## config.mk

```make
export PLATFORM = sky130hd
export DESIGN_NAME = pck_injector_flat
export DESIGN_NICKNAME = d
export VERILOG_FILES = /design/src/rtl/pck_injector_if.sv /design/src/rtl/pck_injector.sv /design/src/flat_wrapper.sv
export SDC_FILE = /design/constraint.sdc
export NUM_CORES = 1
export LEC_CHECK = 0
export CAP_MARGIN = 30
export CORE_MARGIN = 4
export CORE_UTILIZATION = 57
export DETAILED_ROUTE_END_ITERATION = 12
export DONT_BUFFER_PORTS = 1
export PLACE_DENSITY = 0.73
export SYNTH_ARGS = -nofsm -noshare
export SYNTH_HDL_FRONTEND = slang
export SYNTH_SLANG_ARGS = --single-unit
```

## constraint.sdc

```tcl
create_clock -name clk -period 3 [get_ports clk]
set_clock_uncertainty 0.1 [all_clocks]
set_input_delay 0.3 -clock clk [delete_from_list [all_inputs] [get_ports clk]]
set_output_delay 0.3 -clock clk [all_outputs]
set_load 0.01 [all_outputs]
```

## src/rtl/pck_injector_if.sv

```systemverilog
// Endpoint-to-injector bundle: descriptor channel, body-word channel, and the
// router-side flit write / credit return wires.
interface pck_injector_if #(
    parameter int V    = 4,
    parameter int Vw   = 2,
    parameter int Fpay = 32,
    parameter int EAw  = 8,
    parameter int LENw = 5
);
    localparam int Fw = 2 + V + Fpay;

    // valid/ready: a word transfers on the rising clk edge where both are high;
    // the source holds valid and its payload stable until that edge, and ready
    // never waits on valid in this block.
    logic            req_valid;
    logic            req_ready;
    logic [EAw-1:0]  req_dst;
    logic [LENw-1:0] req_len;
    logic [Vw-1:0]   req_vc;

    logic            dat_valid;
    logic            dat_ready;
    logic [Fpay-1:0] dat_in;

    logic [Fw-1:0]   flit_out;
    logic            flit_out_we;
    logic [V-1:0]    credit_in;

    modport master (
        output req_valid, req_dst, req_len, req_vc, dat_valid, dat_in, credit_in,
        input  req_ready, dat_ready, flit_out, flit_out_we
    );

    modport slave (
        input  req_valid, req_dst, req_len, req_vc, dat_valid, dat_in, credit_in,
        output req_ready, dat_ready, flit_out, flit_out_we
    );
endinterface

```

## src/rtl/pck_injector.sv

```systemverilog
// Packet injector: turns descriptors plus a payload word stream into
// header/body/tail flits for one router local port, gated by per-VC credits.
module pck_injector #(
    parameter int V            = 4,
    parameter int Vw           = 2,
    parameter int B            = 4,
    parameter int Fpay         = 32,
    parameter int EAw          = 8,
    parameter int LENw         = 5,
    parameter int MIN_PCK_SIZE = 2,
    parameter int MAX_PCK_SIZE = 16
) (
    input  logic             clk,
    input  logic             reset,
    input  logic [EAw-1:0]   current_e_addr,
    pck_injector_if.slave    bus,
    output logic [V-1:0]     credit_avail,
    output logic             busy,
    output logic             credit_err,
    output logic [1:0]       dbg_state
);
    localparam int Fw = 2 + V + Fpay;
    localparam int Cw = $clog2(B) + 1;
    localparam logic [LENw-1:0] LEN_MIN   = LENw'(MIN_PCK_SIZE);
    localparam logic [LENw-1:0] LEN_MAX   = LENw'(MAX_PCK_SIZE);
    localparam logic [LENw-1:0] LEN_ONE   = LENw'(1);
    localparam logic [Cw-1:0]   CRED_FULL = Cw'(B);

    typedef enum logic [1:0] {
        IDLE = 2'd0,
        HEAD = 2'd1,
        BODY = 2'd2
    } state_t;

    state_t               state, state_n;
    logic [EAw-1:0]       dst_q;
    logic [Vw-1:0]        vc_q;
    logic [LENw-1:0]      len_q;
    logic [LENw-1:0]      left_q, left_n;
    logic [LENw-1:0]      len_clamped;
    logic [V-1:0][Cw-1:0] credit;
    logic                 has_credit;
    logic                 accept;
    logic                 send, send_hdr, send_tail;
    logic [V-1:0]         vc_oh;
    logic [V-1:0]         dec_vec;
    logic [Fpay-1:0]      hdr_pay;
    logic [Fw-1:0]        flit_n;

    always_comb begin
        len_clamped = bus.req_len;
        if (bus.req_len < LEN_MIN)      len_clamped = LEN_MIN;
        else if (bus.req_len > LEN_MAX) len_clamped = LEN_MAX;
    end

    always_comb begin
        vc_oh       = '0;
        vc_oh[vc_q] = 1'b1;
    end

    always_comb begin
        hdr_pay                           = '0;
        hdr_pay[EAw-1:0]                  = dst_q;
        hdr_pay[2*EAw-1:EAw]              = current_e_addr;
        hdr_pay[2*EAw+LENw-1:2*EAw]       = len_q;
    end

    assign has_credit = (credit[vc_q] != '0);
    assign accept     = bus.req_valid && bus.req_ready;

    always_comb begin
        state_n       = state;
        left_n        = left_q;
        bus.req_ready = 1'b0;
        bus.dat_ready = 1'b0;
        send          = 1'b0;
        send_hdr      = 1'b0;
        send_tail     = 1'b0;
        case (state)
            IDLE: begin
                bus.req_ready = 1'b1;
                if (bus.req_valid) state_n = HEAD;
            end
            HEAD: begin
                if (has_credit) begin
                    send     = 1'b1;
                    send_hdr = 1'b1;
                    if (len_q == LEN_ONE) begin
                        send_tail = 1'b1;
                        state_n   = IDLE;
                    end else begin
                        left_n  = len_q - LEN_ONE;
                        state_n = BODY;
                    end
                end
            end
            BODY: begin
                // Ready tracks credit only, so a stalled VC back-pressures the word source.
                bus.dat_ready = has_credit;
                if (bus.dat_valid && has_credit) begin
                    send   = 1'b1;
                    left_n = left_q - LEN_ONE;
                    if (left_q == LEN_ONE) begin
                        send_tail = 1'b1;
                        state_n   = IDLE;
                    end
                end
            end
            default: state_n = IDLE;
        endcase
    end

    assign flit_n  = {send_hdr, send_tail, vc_oh, send_hdr ? hdr_pay : bus.dat_in};
    assign dec_vec = send ? vc_oh : '0;

    always_ff @(posedge clk or posedge reset) begin
        if (reset) begin
            state  <= IDLE;
            dst_q  <= '0;
            vc_q   <= '0;
            len_q  <= '0;
            left_q <= '0;
        end else begin
            state  <= state_n;
            left_q <= left_n;
            if (accept) begin
                dst_q <= bus.req_dst;
                vc_q  <= bus.req_vc;
                len_q <= len_clamped;
            end
        end
    end

    always_ff @(posedge clk or posedge reset) begin
        if (reset) begin
            bus.flit_out    <= '0;
            bus.flit_out_we <= 1'b0;
        end else begin
            bus.flit_out_we <= send;
            if (send) bus.flit_out <= flit_n;
        end
    end

    // A return and a send on the same VC cancel; a return into a full counter
    // is a router/endpoint disagreement and is latched until reset.
    always_ff @(posedge clk or posedge reset) begin
        if (reset) begin
            for (int v = 0; v < V; v++) credit[v] <= CRED_FULL;
            credit_err <= 1'b0;
        end else begin
            for (int v = 0; v < V; v++) begin
                if (bus.credit_in[v] && !dec_vec[v]) begin
                    if (credit[v] == CRED_FULL) credit_err <= 1'b1;
                    else                        credit[v]  <= credit[v] + Cw'(1);
                end else if (dec_vec[v] && !bus.credit_in[v]) begin
                    credit[v] <= credit[v] - Cw'(1);
                end
            end
        end
    end

    always_comb begin
        credit_avail = '0;
        for (int v = 0; v < V; v++) credit_avail[v] = (credit[v] != '0);
    end

    assign busy      = (state != IDLE);
    assign dbg_state = state;

endmodule

```

## src/flat_wrapper.sv

```systemverilog
// flat-port wrapper written by rule: the top's interface ports become plain ports
module pck_injector_flat 
#(
    parameter int V            = 4,
    parameter int Vw           = 2,
    parameter int B            = 4,
    parameter int Fpay         = 32,
    parameter int EAw          = 8,
    parameter int LENw         = 5,
    parameter int MIN_PCK_SIZE = 2,
    parameter int MAX_PCK_SIZE = 16
)
  (clk, reset, current_e_addr, credit_avail, busy, credit_err, dbg_state, bus_req_valid, bus_req_dst, bus_req_len, bus_req_vc, bus_dat_valid, bus_dat_in, bus_credit_in, bus_req_ready, bus_dat_ready, bus_flit_out, bus_flit_out_we);
  pck_injector_if #(.V(V), .Vw(Vw), .Fpay(Fpay), .EAw(EAw), .LENw(LENw)) bus_i ();
  input  logic clk;
  input  logic reset;
  input  logic [EAw-1:0] current_e_addr;
  output logic [V-1:0] credit_avail;
  output logic busy;
  output logic credit_err;
  output logic [1:0] dbg_state;
  input wire logic [$bits(bus_i.req_valid)-1:0] bus_req_valid;
  input wire logic [$bits(bus_i.req_dst)-1:0] bus_req_dst;
  input wire logic [$bits(bus_i.req_len)-1:0] bus_req_len;
  input wire logic [$bits(bus_i.req_vc)-1:0] bus_req_vc;
  input wire logic [$bits(bus_i.dat_valid)-1:0] bus_dat_valid;
  input wire logic [$bits(bus_i.dat_in)-1:0] bus_dat_in;
  input wire logic [$bits(bus_i.credit_in)-1:0] bus_credit_in;
  output wire logic [$bits(bus_i.req_ready)-1:0] bus_req_ready;
  output wire logic [$bits(bus_i.dat_ready)-1:0] bus_dat_ready;
  output wire logic [$bits(bus_i.flit_out)-1:0] bus_flit_out;
  output wire logic [$bits(bus_i.flit_out_we)-1:0] bus_flit_out_we;
  assign bus_i.req_valid = bus_req_valid;
  assign bus_i.req_dst = bus_req_dst;
  assign bus_i.req_len = bus_req_len;
  assign bus_i.req_vc = bus_req_vc;
  assign bus_i.dat_valid = bus_dat_valid;
  assign bus_i.dat_in = bus_dat_in;
  assign bus_i.credit_in = bus_credit_in;
  assign bus_req_ready = bus_i.req_ready;
  assign bus_dat_ready = bus_i.dat_ready;
  assign bus_flit_out = bus_i.flit_out;
  assign bus_flit_out_we = bus_i.flit_out_we;
  pck_injector #(.V(V), .Vw(Vw), .B(B), .Fpay(Fpay), .EAw(EAw), .LENw(LENw), .MIN_PCK_SIZE(MIN_PCK_SIZE), .MAX_PCK_SIZE(MAX_PCK_SIZE)) u_core (.clk(clk), .reset(reset), .current_e_addr(current_e_addr), .bus(bus_i), .credit_avail(credit_avail), .busy(busy), .credit_err(credit_err), .dbg_state(dbg_state));
endmodule
```

# After elaboration in Yosys (flattened, before gate mapping)
# Index checks and enable logic that the tools add are counted.
# classes
n_eq_ne	17
reduce_logical	37
order_cmp	4
div	0
muxes	49
n_shift	0
addsub	10
bitwise	0
mul	0
# ops
cell	count
$mux W3	13
$mux W32	1
$mux W5	5
$mux W1	18
$reduce_bool A3 Y1	5
$add A3 B1 Y3 const B	4
$eq A3 B3 Y1 const B	4
$ne A2 B2 Y1 const B	6
$reduce_bool A2 Y1	6
$sub A3 B1 Y3 const B	4
$logic_and A1 B1 Y1	11
$eq A5 B1 Y1 const B	2
$mux W2	5
$pmux W5 S2	1
$sub A5 B1 Y5 const B	2
$logic_not A1 Y1	8
$reduce_and A2 Y1	4
$reduce_and A4 Y1	2
$bmux W3 S2	1
$ne A2 B1 Y1 const B	3
$pmux W2 S3	1
$gt A5 B5 Y1 const B	1
$lt A5 B2 Y1 const B	1
$mux W4	1
other kinds (7)	8
# word_totals
romBits	0
ff_bits	74
in_bits	63
ram_bits	0
latch_bits	0
word_cells	129
memories	0

# Depth between registers and ports, before layout
# depth
depth_word	16
depth_mapped	12
depth_no_buf	11

# Worst setup path before layout
# OpenSTA, ideal clock, no wires.
# synth_timing
path_kind	reg2reg
startpoint	register u_core.state[0], in the netlist u_core.dbg_state[0]
endpoint	register u_core.credit[8] (netlist name)
setup_slack_ns	0.128
path_stages_with_launch	13
setup_time_ns	0.088
t_arrival_ns	2.684
path_cell_list	dfrtp_1 inv_1 ha_1 clkbuf_1 a21o_1 nand2_1 or3_4 nand2_1 fa_1 nor3_1 nand3_1 o311a_1 or3_1
# synth_via
elab_chain_len	7
word_cells_on_any_way	11
cone_classes	3 x eq/ne; 3 x mux; 5 x reduce/logical
# synth_lines
item	line	rtl
start: declaration	pck_injector.sv:35	state_t state, state_n;
start signal: assignment	pck_injector.sv:124	state <= state_n;
$eq A2 B2 Y1 or $eq A2 B1 Y1 (tied branches)	pck_injector.sv:79	case (state)
$pmux W1 S2 *	pck_injector.sv:79	
$mux W4 *	pck_injector.sv:114	assign dec_vec = send ? vc_oh : '0;
$logic_not A1 Y1	pck_injector.sv:152	if (bus.credit_in[v] && !dec_vec[v]) begin
$logic_and A1 B1 Y1	pck_injector.sv:152	
$ne A2 B2 Y1 (no source line) or $reduce_bool A2 Y1 (tied branches)	n/a	
$reduce_and A2 Y1 (no source line)	n/a	
end signal: indexed assignment	pck_injector.sv:154	else credit[v] <= credit[v] + Cw'(1);
end signal: indexed assignment	pck_injector.sv:156	credit[v] <= credit[v] - Cw'(1);
end: declaration	pck_injector.sv:41	logic [V-1:0][Cw-1:0] credit;
# Mark *: on every way between the ends. The rest lies on a longest branch, timed or not.
# A chain may end at the register's enable or synchronous reset.

# Final worst setup path
# layout_timing
startpoint	register u_core.credit[10] (netlist name)
endpoint	register u_core.credit[5] (netlist name)
# layout_via
elab_chain_len	11
word_cells_on_any_way	15
cone_classes	1 x eq/ne; 7 x mux; 7 x reduce/logical
# layout_lines
item	line	rtl
$bmux W3 S2 *	pck_injector.sv:68	assign has_credit = (credit[vc_q] != '0);
$mux W3 (implied by the code) *	pck_injector.sv:68	
$reduce_bool A3 Y1 *	pck_injector.sv:68	
$logic_and A1 B1 Y1	pck_injector.sv:100	if (bus.dat_valid && has_credit) begin
$mux W1	pck_injector.sv:100	
$pmux W1 S2 *	pck_injector.sv:79	
$mux W4 *	pck_injector.sv:114	
$logic_not A1 Y1	pck_injector.sv:152	
$logic_and A1 B1 Y1	pck_injector.sv:152	
$ne A2 B2 Y1 (no source line) or $reduce_bool A2 Y1 (tied branches)	n/a	
$reduce_and A2 Y1 (no source line)	n/a	
# Mark *: on every way between the ends. The rest lies on a longest branch, timed or not. The select of a mux whose other input is x is not followed.

==> flow_summary.yaml <==
die:
  die-area_mm2: 0.00827
  start_util: 0.604
  chipWidth_um: 90.9
  core_area_mm2: 0.00649
  die_h_um: 90.9
  rows: 29
  boundaryPins: 112
sta:
  tightest_slew_ns: 0.799
  rsz0062_at_grt: "false"
  min_period_over_period: 0.955
  fin_ws_ns: 0.136
  finalHoldViolCount: 0
  slew_violations: 0
  whs_ns: 0.0121
  finalSetupViolCount: 0
  period_minus_slack_ns: 2.86
  slew-limit-headroom: 0.466
  fmax_mhz: 349
  finalSetupTns_ns: 0
grt:
  grt_overflow: 0
  grtUsageTotal: 0.218
  grt_max_degree: 45
  grt_pass1_vias: 3012
  antenna_found_initial: 0
  grt_pass1_wl_um: 14500
clock_network:
  cts_made_buffers: 9
  insertion_delay_ns: 0.34
  numClockSinks: 74
  cts-htree-levels: 3
  clk_pin_slew_ns: 0.08
  cts_root_buf: "clkbuf_8"
  clk_path_buf_depth: 2
  cts_tree: "done"
  cts_setup_buffers: 0
synthesis:
  synthXorXnorAreaFrac: 0.0112
  synthSimpleGateAreaFrac: 0.154
  ys_seq_area_frac: 0.474
  ys_async_sr_fraction: 1.00
  synth_top_family_by_area: "compound AO/OA/AOI/OAI gates"
  ys_ff_latch: 74
  synth_ff_type: "dfrtp_1"
  synth_fa_ha_area_frac: 0.0428
  mappedNetlistArea_mm2: 0.00392
  synth_top_area_share: 0.447
  synth_area_leaders: "dfrtp_1 45%, nand2_1 5.6%, mux2i_1 5.6%, mux2_2 4.0%, o21ai_0 3.4%"
  ys_types: 61
  yosys_warnings: 0
  syn_inst: 383
  synth_compound_area_frac: 0.154
  yosysTopAreaCell: "dfrtp_1"
  synthMuxAreaShare: 0.111
  syn_area_per_cell_um2: 10.2
  synth_edf_count: 0
  syn-num-nets: 457
cells_and_area:
  finalNonFillerCells: 498
  seqCellArea_mm2: 0.00186
  synthToLayoutAreaGrowth_pct: 14.9
  final_cell_mix: "69 x dfrtp_1, 58 x nand2_1, 28 x inv_1"
  final_nets: 490
  antenna_cells: 0
  fill_cells: 475
  finalCoreUtilization: 0.694
  multi_input_area_mm2: 0.00188
  final_common_cell: "dfrtp_1"
  drive_gt1_frac: 0.162
critical_path:
  cp-end-kind: "flip-flop"
  r2r_end: "u_core.credit[5]$_DFFE_PP1P_"
  worstReg2RegStart: "u_core.credit[10]$_DFFE_PP0P_"
  cp-start-kind: "flip-flop"
  critPathLaunch: "u_core.credit[10]$_DFFE_PP0P_"
  cp.buffers_inverters: 1
  rrSetupSlack_ns: 0.14
  crit_path_max_fanout: 5
  path_cells: "nor3_4 -> inv_1 -> mux4_2 -> nand3_4 -> nand2_1 -> fa_1 -> or3_1 -> nor3_2 -> o21ai_0 -> o31ai_1"
  cp.required_ns: 3.16
  slowest_delay_ns: 0.53
  cpMaxStageDelayCell: "mux4_2"
  cp.depth: 10
  reg2reg_depth: 10
  critical_path_class: "flip-flop to flip-flop"
  crit_arrival_ns: 3.03
  path_delay_family: "simple AND/OR/NAND/NOR gates"
routing:
  drt_pass1_iterations: 5
  drt_iter0_drc: 131
  vias_per_cell: 5.93
  via_count: 2951
  wl_per_cell_um: 17.7
  drt-total-wl_um: 8820
  ant_nets: 0
  remaining_drc_errors: 0
worst_hold_path:
  min_from: "bus_req_dst[4]"
  hp-class: "primary input to flip-flop"
  hold_path_depth: 1
  whs_endpoint: "u_core.dst_q[4]$_DFFE_PP0P_"
run:
  max_cap_viol_count: 0
placed_design:
  portBuffers: 0
  dp.cells: 457
  place.gp.congestion: 0.889
  dpl_worst_slack_ns: -0.000433
  hpwl_um: 6390
run_status:
  outcome: "finished, final reports clean"
power:
  p_leak_nw: 2.09
  ir_drop_v: 0.000535
  power_density_mw_per_mm2: 1090
worst register-to-register path, cell delays in order, from the launching register on:
cell and delay (ns):
dfrtp_1 0.45, nor3_4 0.22, inv_1 0.11, mux4_2 0.53, nand3_4 0.12, nand2_1 0.08, fa_1 0.46, or3_1 0.39
nor3_2 0.15, o21ai_0 0.10, o31ai_1 0.07
sequential cells by signal, indices dropped and copies added, names as in the netlist:
name	flops
u_core.dbg_state	2
u_core.left_q	5
u_core.len_q	5
u_core.dst_q	8
u_core.bus.flit_out_we	1
u_core.credit	12
u_core.bus.flit_out	38
u_core.credit_err	1
u_core.vc_q	2
how the worst max path moves through the flow:
| stage | end |
|---|---|
| floorplan | u_core.credit[8]$_DFFE_PP1P_ |
| global placement | u_core.credit[5]$_DFFE_PP1P_ |
| detailed placement | u_core.credit[5]$_DFFE_PP1P_ |
| CTS | u_core.credit[5]$_DFFE_PP1P_ |
| global route | u_core.credit[5]$_DFFE_PP1P_ |
| finish | u_core.credit[5]$_DFFE_PP1P_ |
repair_timing:
| action | in CTS | in global routing |
|---|---|---|
| setup endpoints to repair | 1 | 1 |
| hold buffers | 25 | 0 |
| endpoints found under the hold margin | 59 | 0 |
| gates resized for setup | 0 | 5 |
| pin swaps | 1 | 1 |
through the flow:
| stage | area, um^2 | total power [W] |
|---|---|---|
| floorplan | 3920 | 0.00358 |
| global placement | 4030 | 0.00400 |
| detailed placement | 4040 | 0.00410 |
| CTS | 4480 | 0.00489 |
| global route | 4500 | 0.00529 |
| finish | 4500 | 0.00489 |
report_power, final:
| part | internal [W] | switching, W |
|---|---|---|
| Clock | 0.000386 | 0.000376 |
| Sequential | 0.00145 | 0.000508 |
| Combinational | 0.000967 | 0.00121 |
kinds of logic (layout without fill, tap and decap cells):
group | after synthesis | count (layout)
AND/OR/NAND/NOR | 118 | 118
XOR/XNOR | 5 | 5
adder cells (fa/ha/maj) | 11 | 11
multiplexers | 39 | 39
buffers and inverters | 47 | 85
AO/OA/AOI/OAI | 89 | 89
flip-flops | 74 | 74
cell usage after synthesis (all sizes together), types with 2 or more instances:
library cell  instances
nand3                 7
inv                  29
xnor2                 3
or2                   2
a21o                  2
fa                    4
mux2                 15
mux4                  2
a31oi                 4
nor3                 15
o221ai                2
nand2b                6
dfrtp                70
clkbuf                8
xor2                  2
or3                   5
o311ai                3
mux2i                22
buf                  10
ha                    7
o22a                  4
nand2                60
dfstp                 4
a221oi                2
o21ai                34
and2                  2
nor2                 13
o31ai                 3
a22o                 11
a21oi                11
a22oi                 4
nand4                 2
cell type report:
type / count / area share
multi-input cells: 262 / 0.416
clock buffers: 10 / 0.0283
well taps: 77 / 0.0214
clock inverters: 6 / 0.0144
flip-flops and latches: 74 / 0.412
inverters: 29 / 0.0242
repair buffers: 40 / 0.0828
metal layers:
layer  vias to the layer above  wire [um]  global-route usage
met3                        14        735              0.0653
met1                      1401       3830               0.286
met2                       115       4120               0.345
met4                         0        126              0.0766
met5                         -          0                   0
li1                       1421          -                   -
(Power assumes the default switching activity.)
